[config.mk]
export PLATFORM = sky130hd
export DESIGN_NAME = ysyx_24090012_trap_ctrl
export DESIGN_NICKNAME = d
export VERILOG_FILES = /design/src/rtl/ysyx_24090012_trap_ctrl.sv
export SDC_FILE = /design/constraint.sdc
export NUM_CORES = 1
export LEC_CHECK = 0
export ABC_AREA = 1
export BUFFER_PORTS_ARGS = -buffer_cell sky130_fd_sc_hd__buf_2
export CORE_MARGIN = 2
export CORE_UTILIZATION = 46
export DETAILED_ROUTE_END_ITERATION = 8
export MAX_ROUTING_LAYER = met4
export PLACE_DENSITY_LB_ADDON = 0.05
export SLEW_MARGIN = 20
export SYNTH_ARGS = -nofsm -noshare
export SYNTH_HDL_FRONTEND = slang
export SYNTH_SLANG_ARGS = --single-unit
[constraint.sdc]
create_clock -name clk -period 4 [get_ports clk]
set_clock_uncertainty 0.05 [all_clocks]
set_input_delay 0 -clock clk [delete_from_list [all_inputs] [get_ports clk]]
set_output_delay 0 -clock clk [all_outputs]
set_load 0.01 [all_outputs]
[src/rtl/ysyx_24090012_trap_ctrl.sv]
// Machine-mode trap/return sequencer.
// Takes one request from WBU (ECALL, MRET, exception) or a pending timer
// interrupt, writes MEPC/MCAUSE/MSTATUS in order over a single CSR write
// port, then pulses a one-cycle PC redirect to IFU.
//
// Handshakes: a transfer happens on a cycle where valid && ready are both
// high at the rising clock edge. The producer holds valid and its payload
// stable until that edge. Here the trap port has WBU as producer and this
// block as consumer. The CSR write port has this block as producer and the
// CSR file as consumer.
module ysyx_24090012_trap_ctrl #(
  parameter logic [31:0] ECALL_CAUSE = 32'h0000000b,
  parameter logic [31:0] IRQ_CAUSE   = 32'h80000007,
  parameter logic [1:0]  MPP_M       = 2'b11
) (
  input  logic        clk,
  input  logic        rst,
  input  logic        trap_valid,
  output logic        trap_ready,
  input  logic [1:0]  trap_kind,
  input  logic [31:0] trap_cause,
  input  logic [31:0] trap_pc,
  input  logic        irq_timer,
  input  logic [31:0] irq_pc,
  input  logic [31:0] mtvec_in,
  input  logic [31:0] mepc_in,
  input  logic [31:0] mstatus_in,
  output logic        csr_wr_valid,
  input  logic        csr_wr_ready,
  output logic [11:0] csr_wr_addr,
  output logic [31:0] csr_wr_data,
  output logic        redirect_valid,
  output logic [31:0] redirect_pc,
  output logic        busy
);

  typedef enum logic [2:0] {
    S_IDLE     = 3'd0,
    S_W_EPC    = 3'd1,
    S_W_CAUSE  = 3'd2,
    S_W_STATUS = 3'd3,
    S_REDIR    = 3'd4
  } state_e;

  localparam logic [11:0] ADDR_MSTATUS = 12'h300;
  localparam logic [11:0] ADDR_MEPC    = 12'h341;
  localparam logic [11:0] ADDR_MCAUSE  = 12'h342;

  localparam logic [1:0] KIND_ECALL = 2'b00;
  localparam logic [1:0] KIND_MRET  = 2'b01;
  localparam logic [1:0] KIND_EXC   = 2'b10;

  state_e      state_q, state_d;
  logic [31:0] epc_q, epc_d;
  logic [31:0] cause_q, cause_d;
  logic [31:0] mstatus_q, mstatus_d;
  logic [31:0] mepc_q, mepc_d;
  logic [31:0] mtvec_q, mtvec_d;
  logic        mret_q, mret_d;

  logic [31:0] status_trap;
  logic [31:0] status_mret;

  // State register and snapshot registers; reset drops any sequence in flight.
  always_ff @(posedge clk or posedge rst) begin
    if (rst) begin
      state_q   <= S_IDLE;
      epc_q     <= '0;
      cause_q   <= '0;
      mstatus_q <= '0;
      mepc_q    <= '0;
      mtvec_q   <= '0;
      mret_q    <= 1'b0;
    end else begin
      state_q   <= state_d;
      epc_q     <= epc_d;
      cause_q   <= cause_d;
      mstatus_q <= mstatus_d;
      mepc_q    <= mepc_d;
      mtvec_q   <= mtvec_d;
      mret_q    <= mret_d;
    end
  end

  // Next-state: accept a request in IDLE, advance write states on handshake.
  always_comb begin
    state_d   = state_q;
    epc_d     = epc_q;
    cause_d   = cause_q;
    mstatus_d = mstatus_q;
    mepc_d    = mepc_q;
    mtvec_d   = mtvec_q;
    mret_d    = mret_q;
    case (state_q)
      S_IDLE: begin
        if (trap_valid) begin
          // A WBU request always wins over the interrupt in the same cycle.
          if (trap_kind == KIND_ECALL || trap_kind == KIND_EXC) begin
            epc_d     = trap_pc;
            cause_d   = (trap_kind == KIND_ECALL) ? ECALL_CAUSE : trap_cause;
            mret_d    = 1'b0;
            mstatus_d = mstatus_in;
            mepc_d    = mepc_in;
            mtvec_d   = mtvec_in;
            state_d   = S_W_EPC;
          end else if (trap_kind == KIND_MRET) begin
            mret_d    = 1'b1;
            mstatus_d = mstatus_in;
            mepc_d    = mepc_in;
            mtvec_d   = mtvec_in;
            state_d   = S_W_STATUS;
          end
          // Reserved kind: handshake completes, nothing else happens.
        end else if (irq_timer && mstatus_in[3]) begin
          epc_d     = irq_pc;
          cause_d   = IRQ_CAUSE;
          mret_d    = 1'b0;
          mstatus_d = mstatus_in;
          mepc_d    = mepc_in;
          mtvec_d   = mtvec_in;
          state_d   = S_W_EPC;
        end
      end
      S_W_EPC:    if (csr_wr_ready) state_d = S_W_CAUSE;
      S_W_CAUSE:  if (csr_wr_ready) state_d = S_W_STATUS;
      S_W_STATUS: if (csr_wr_ready) state_d = S_REDIR;
      S_REDIR:    state_d = S_IDLE;
      default:    state_d = S_IDLE;
    endcase
  end

  // Outputs: depend only on state and snapshots, so they are stable while stalled.
  always_comb begin
    status_trap        = mstatus_q;
    status_trap[7]     = mstatus_q[3];
    status_trap[3]     = 1'b0;
    status_trap[12:11] = MPP_M;

    status_mret        = mstatus_q;
    status_mret[3]     = mstatus_q[7];
    status_mret[7]     = 1'b1;
    status_mret[12:11] = MPP_M;

    trap_ready     = (state_q == S_IDLE);
    busy           = (state_q != S_IDLE);
    csr_wr_valid   = 1'b0;
    csr_wr_addr    = '0;
    csr_wr_data    = '0;
    redirect_valid = 1'b0;
    redirect_pc    = '0;
    case (state_q)
      S_W_EPC: begin
        csr_wr_valid = 1'b1;
        csr_wr_addr  = ADDR_MEPC;
        csr_wr_data  = epc_q;
      end
      S_W_CAUSE: begin
        csr_wr_valid = 1'b1;
        csr_wr_addr  = ADDR_MCAUSE;
        csr_wr_data  = cause_q;
      end
      S_W_STATUS: begin
        csr_wr_valid = 1'b1;
        csr_wr_addr  = ADDR_MSTATUS;
        csr_wr_data  = mret_q ? status_mret : status_trap;
      end
      S_REDIR: begin
        redirect_valid = 1'b1;
        redirect_pc    = mret_q ? mepc_q : {mtvec_q[31:2], 2'b00};
      end
      default: ;
    endcase
  end

endmodule

---- Word-level counts from Yosys, hierarchy flattened ----
Index checks and enable logic that the tools add are counted.
word-level totals
  ROM bits ................................ 0
  memory bits (writable) .................. 0
  word-level logic and storage cells ...... 68
  output and inout port bits .............. 80
  latch bits .............................. 0
  flip-flop bits (word level) ............. 164
  memories kept ........................... 0
cells by class
  $add $sub $neg .......................... 0
  equality and inequality tests ........... 13
  multiplexer cells ....................... 38
  divide/modulo/power cells ............... 0
  multiply operators ...................... 0
  reduce and logical (&&, ||, !) cells .... 10
  shifts and indexed selects .............. 0
  bitwise operators ....................... 0
  order comparisons ....................... 0
operators by type and width
  operator              count
  $mux W32              21
  $pmux W32 S3          1
  $pmux W10 S3          1
  $mux W3               7
  $pmux W3 S4           1
  $mux W8               1
  $eq A3 B2 Y1 const B  2
  $mux W1               6
  $ne A2 B2 Y1 const B  3
  $reduce_and A3 Y1     2
  $reduce_and A5 Y1     1
  $ne A4 B2 Y1 const B  1
  $eq A3 B1 Y1 const B  1
  $eq A3 B3 Y1 const B  1
  $logic_not A3 Y1      1
  $ne A3 B1 Y1 const B  1
  $ne A3 B2 Y1 const B  1
  $reduce_bool A3 Y1    1
  $reduce_or A3 Y1      1
  $eq A2 B1 Y1 const B  1
  $eq A2 B2 Y1 const B  1
  $logic_not A2 Y1      1
  $ne A2 B1 Y1 const B  1
  $reduce_bool A2 Y1    1
  2 further kinds       2

---- Longest topological paths before layout ----
  depth in word-level cells ............... 5
  gate-level depth with buffers ........... 9
  gate-level depth less buffers ........... 7

---- Least setup slack after synthesis ----
OpenSTA, ideal clock, no wires.
  path type ............................... reg-to-reg
  start ................................... register state_q[2]
  end ..................................... register mepc_q[10]
  arrival ................................. 1.350 ns
  data required time ...................... 3.885 ns
  buffers on the path ..................... 4
  slack ................................... 2.535 ns
  cell stages (with the launch flop) ...... 10
  path through ............................ dfrtp_1 buf_2 nor2_4 nand2_4 buf_6 nor2_4 buf_6 buf_6 nand2_1 nand2_1
on the way
  longest elaborated chain between the ends .. 2
RTL lines
  what                                RTL line  RTL
  start: declaration                  53        state_e state_q, state_d;
  start signal: assignment            75        state_q <= state_d;
  $logic_not A3 Y1                    94        case (state_q)
  $reduce_and A3 Y1 (no source line)  n/a
  end signal: assignment              79        mepc_q <= mepc_d;
  end: declaration                    57        logic [31:0] mepc_q, mepc_d;
Every way passes these cells.
A chain may end at the register's enable or synchronous reset.

---- Final worst setup path ----
  start ................................... register state_q[2]
  end ..................................... output csr_wr_data[14]
on the way
  longest elaborated chain between the ends .. 2
RTL lines
  what                                          RTL line  RTL
  $eq A3 B2 Y1 or $eq A3 B1 Y1 (tied branches)  151       case (state_q)
  $pmux W32 S3 (*)                              151
  end: declaration                              31        output logic [31:0] csr_wr_data,
Mark *: on every way between the ends. The rest lies on a longest branch, timed or not.

==> results.py <==
metrics = {
    "routing": {
        "firstDrtPassIters": 7,
        "routedWlPerCell_um": 15.0,
        "drt_wl_total_um": 26700,
        "drt-initial-drc-count": 498,
        "viasPerCell": 5.01,
        "drc_errors": 0,
        "route.antenna.remaining_nets": 0,
        "vias": 8952,
    },
    "clock_network": {
        "cts_buffer_depth": 2,
        "cts_max_level": 4,
        "worstSkewPairLatency_ns": 0.42,
        "numCtsBuffers": 17,
        "postCtsSetupRepairBufs": 0,
        "ctsHoldBuffers": 190,
        "cts.sinks": 160,
        "cts_tree": "done",
        "clk_pin_slew_ns": 0.06,
        "clock-root-buffer": "clkbuf_16",
        "cts-resized-gates": 0,
    },
    "min_path": {
        "hp-class": "in2reg",
        "hp-start": "trap_kind[0]",
        "hold_depth": 7,
        "hold_end": "state_q[1]",
    },
    "worst_setup_path": {
        "path_class": "reg2out",
        "r2r_setup_slack_ns": 1.57,
        "worst_ep_required_time_ns": 3.95,
        "reg2reg_depth": 5,
        "crit_arrival_ns": 2.46,
        "path_cells": "inv_1, nand2_1, nor2_2, buf_4, nand2_1, nand3_1, buf_2",
        "start_kind": "register",
        "cp_slowest_cell": "nor2_2",
        "crit_top_cell": "nand2_1",
        "worstReg2RegStart": "state_q[2]",
        "max_stage_delay_ns": 0.58,
        "cp-end-kind": "primary output",
        "crit_fanout": 17,
        "r2r_end": "mtvec_q[20]",
    },
    "place": {
        "io_buffers": 267,
        "dp_hpwl_um": 15100,
        "place_congestion": 0.857,
        "dp_slack_ns": 1.56,
    },
    "timing": {
        "tightest_slew_ns": 1.06,
        "finalCritPeriodShare": 0.627,
        "slew_headroom": 0.286,
        "fin_setup_tns_ns": 0,
        "max_freq_ghz": 0.398,
        "worst_slack_ns": 1.49,
        "fin_crit_ns": 2.51,
        "finalSetupViolations": 0,
        "slew_violations": 0,
        "rsz0062_at_grt": "no",
        "hold_violations": 0,
    },
    "yosys": {
        "yosysTopAreaCell": "dfrtp_1",
        "synthAdderAreaFrac": 0,
        "syn_area_per_cell_um2": 7.15,
        "synth-simple-area-share": 0.324,
        "ys_ff_latch": 160,
        "muxShareOfSynthArea": 0,
        "synth-xor-area-share": 0,
        "yosysSeqAreaShare": 0.491,
        "synth_top_family_by_area": "simple AND/OR/NAND/NOR gates",
        "synth_top_area_share": 0.491,
        "ys_top_cells_by_area": "dfrtp_1 49%, nand2_1 28%, o21ai_0 9.8%, clkbuf_1 2.6%, nand3_1 2.1%",
        "syn_inst": 1140,
        "synth-compound-area-share": 0.119,
        "syn_area_mm2": 0.00815,
        "yosysWarnings": 0,
        "yosysUniqueCellTypes": 22,
    },
    "floorplanning": {
        "fp.coreArea_mm2": 0.0173,
        "placementRows": 48,
        "dieHeight_um": 137,
        "initial_core_util": 0.471,
        "ios": 279,
        "die_w_um": 137,
        "die_area_mm2": 0.0188,
    },
    "global_routing": {
        "antenna_found_initial": 1,
        "grt_pass1_vias": 8622,
        "track_usage": 0.295,
        "grt_first_pass_wirelength_um": 42200,
        "grt_max_degree": 161,
        "grt_overflow": 0,
    },
    "power": {
        "power_w": 0.00731,
        "leakage_nw": 6.34,
        "peakVddDrop_uv": 407,
        "p_per_area_mw_per_mm2": 611,
    },
    "final_layout": {
        "final_cell_mix": "598 x nand2_1, 267 x buf_2, 190 x dlygate4sd3_1",
        "final_common_cell": "nand2_1",
        "area_delta_synth_final_pct": 46.8,
        "drive_gt1_frac": 0.210,
        "fin_nets": 1746,
    },
    "outcome": {
        "status": "complete, no violations",
    },
    "job": {
        "drv_cap": 0,
    },
}
-- layer usage --
metal,up-vias,part of all wire,track usage
met1,4193,0.43,0.376
met3,50,0.057,0.0515
li1,4393,-,-
met4,0,0.020,0.0922
met5,-,0,-
met2,316,0.49,0.481
-- state kept, by name, indices dropped and copies added, names as in the netlist --
register,count
cause_q,32
epc_q,32
mepc_q,32
mret_q,1
mstatus_q,30
mtvec_q,30
state_q,3
-- cell type report --
cell class | instances | area, um2
fill | 1484 | 5340
sequential | 160 | 4000
multi-input combinational | 879 | 3660
timing repair buffer | 472 | 3360
clock buffer | 20 | 467
tap | 225 | 282
clock inverter | 12 | 111
inverter | 17 | 67.6
antenna | 1 | 2.50
-- how the worst max path moves through the flow --
stage / start / end / slack [ns] / depth (start not counted)
floorplan: rst / cause_q[0] / 1.92 / 1
global placement: trap_valid / mstatus_q[19] / 1.61 / 7
detailed placement: trap_valid / mstatus_q[24] / 1.56 / 7
CTS: state_q[2] / csr_wr_data[18] / 1.44 / 7
global route: state_q[2] / csr_wr_data[18] / 1.26 / 7
finish: state_q[2] / csr_wr_data[14] / 1.49 / 7
-- power breakdown --
group	internal, W	switching (W)
combinational	0.00104	0.00200
sequential	0.00234	0.000349
clock	0.000906	0.000673
total	0.00428	0.00302
-- cells in the mapped netlist, drive strengths merged --
master	count
nand2	601
dfrtp	160
o21ai	159
clkbuf	57
nor2	39
nand3	34
buf	33
a21oi	31
inv	17
nor3	4
o211ai	3
conb	1
or2	1
-- kinds of logic after synthesis --
family / count (synthesis)
AOI/OAI and AO/OA: 193
and+or+nand+nor: 679
other: 1
DFF: 160
buffers and inverters: 107
-- stage by stage --
step | util | cell area [um2] | cells | hold WS (ns)
2_1_floorplan | - | 8170 | 1146 | 0.0668
3_3_place_gp | 0.548 | 9480 | 1563 | 0.153
3_5_place_dp | 0.548 | 9480 | 1563 | 0.156
4_1_cts | 0.691 | 12000 | 1785 | 0.00679
5_1_grt | 0.691 | 12000 | 1786 | 0.0907
6_report | 0.691 | 12000 | 1786 | 0.0205
-- critical path, delay by kind of cell (launching register included) --
| family | cells | cell delay (ns) |
|---|---|---|
| flops | 1 | 0.51 |
| buf+inv | 3 | 0.61 |
| simple gates | 4 | 0.91 |
(Power assumes the default switching activity.)
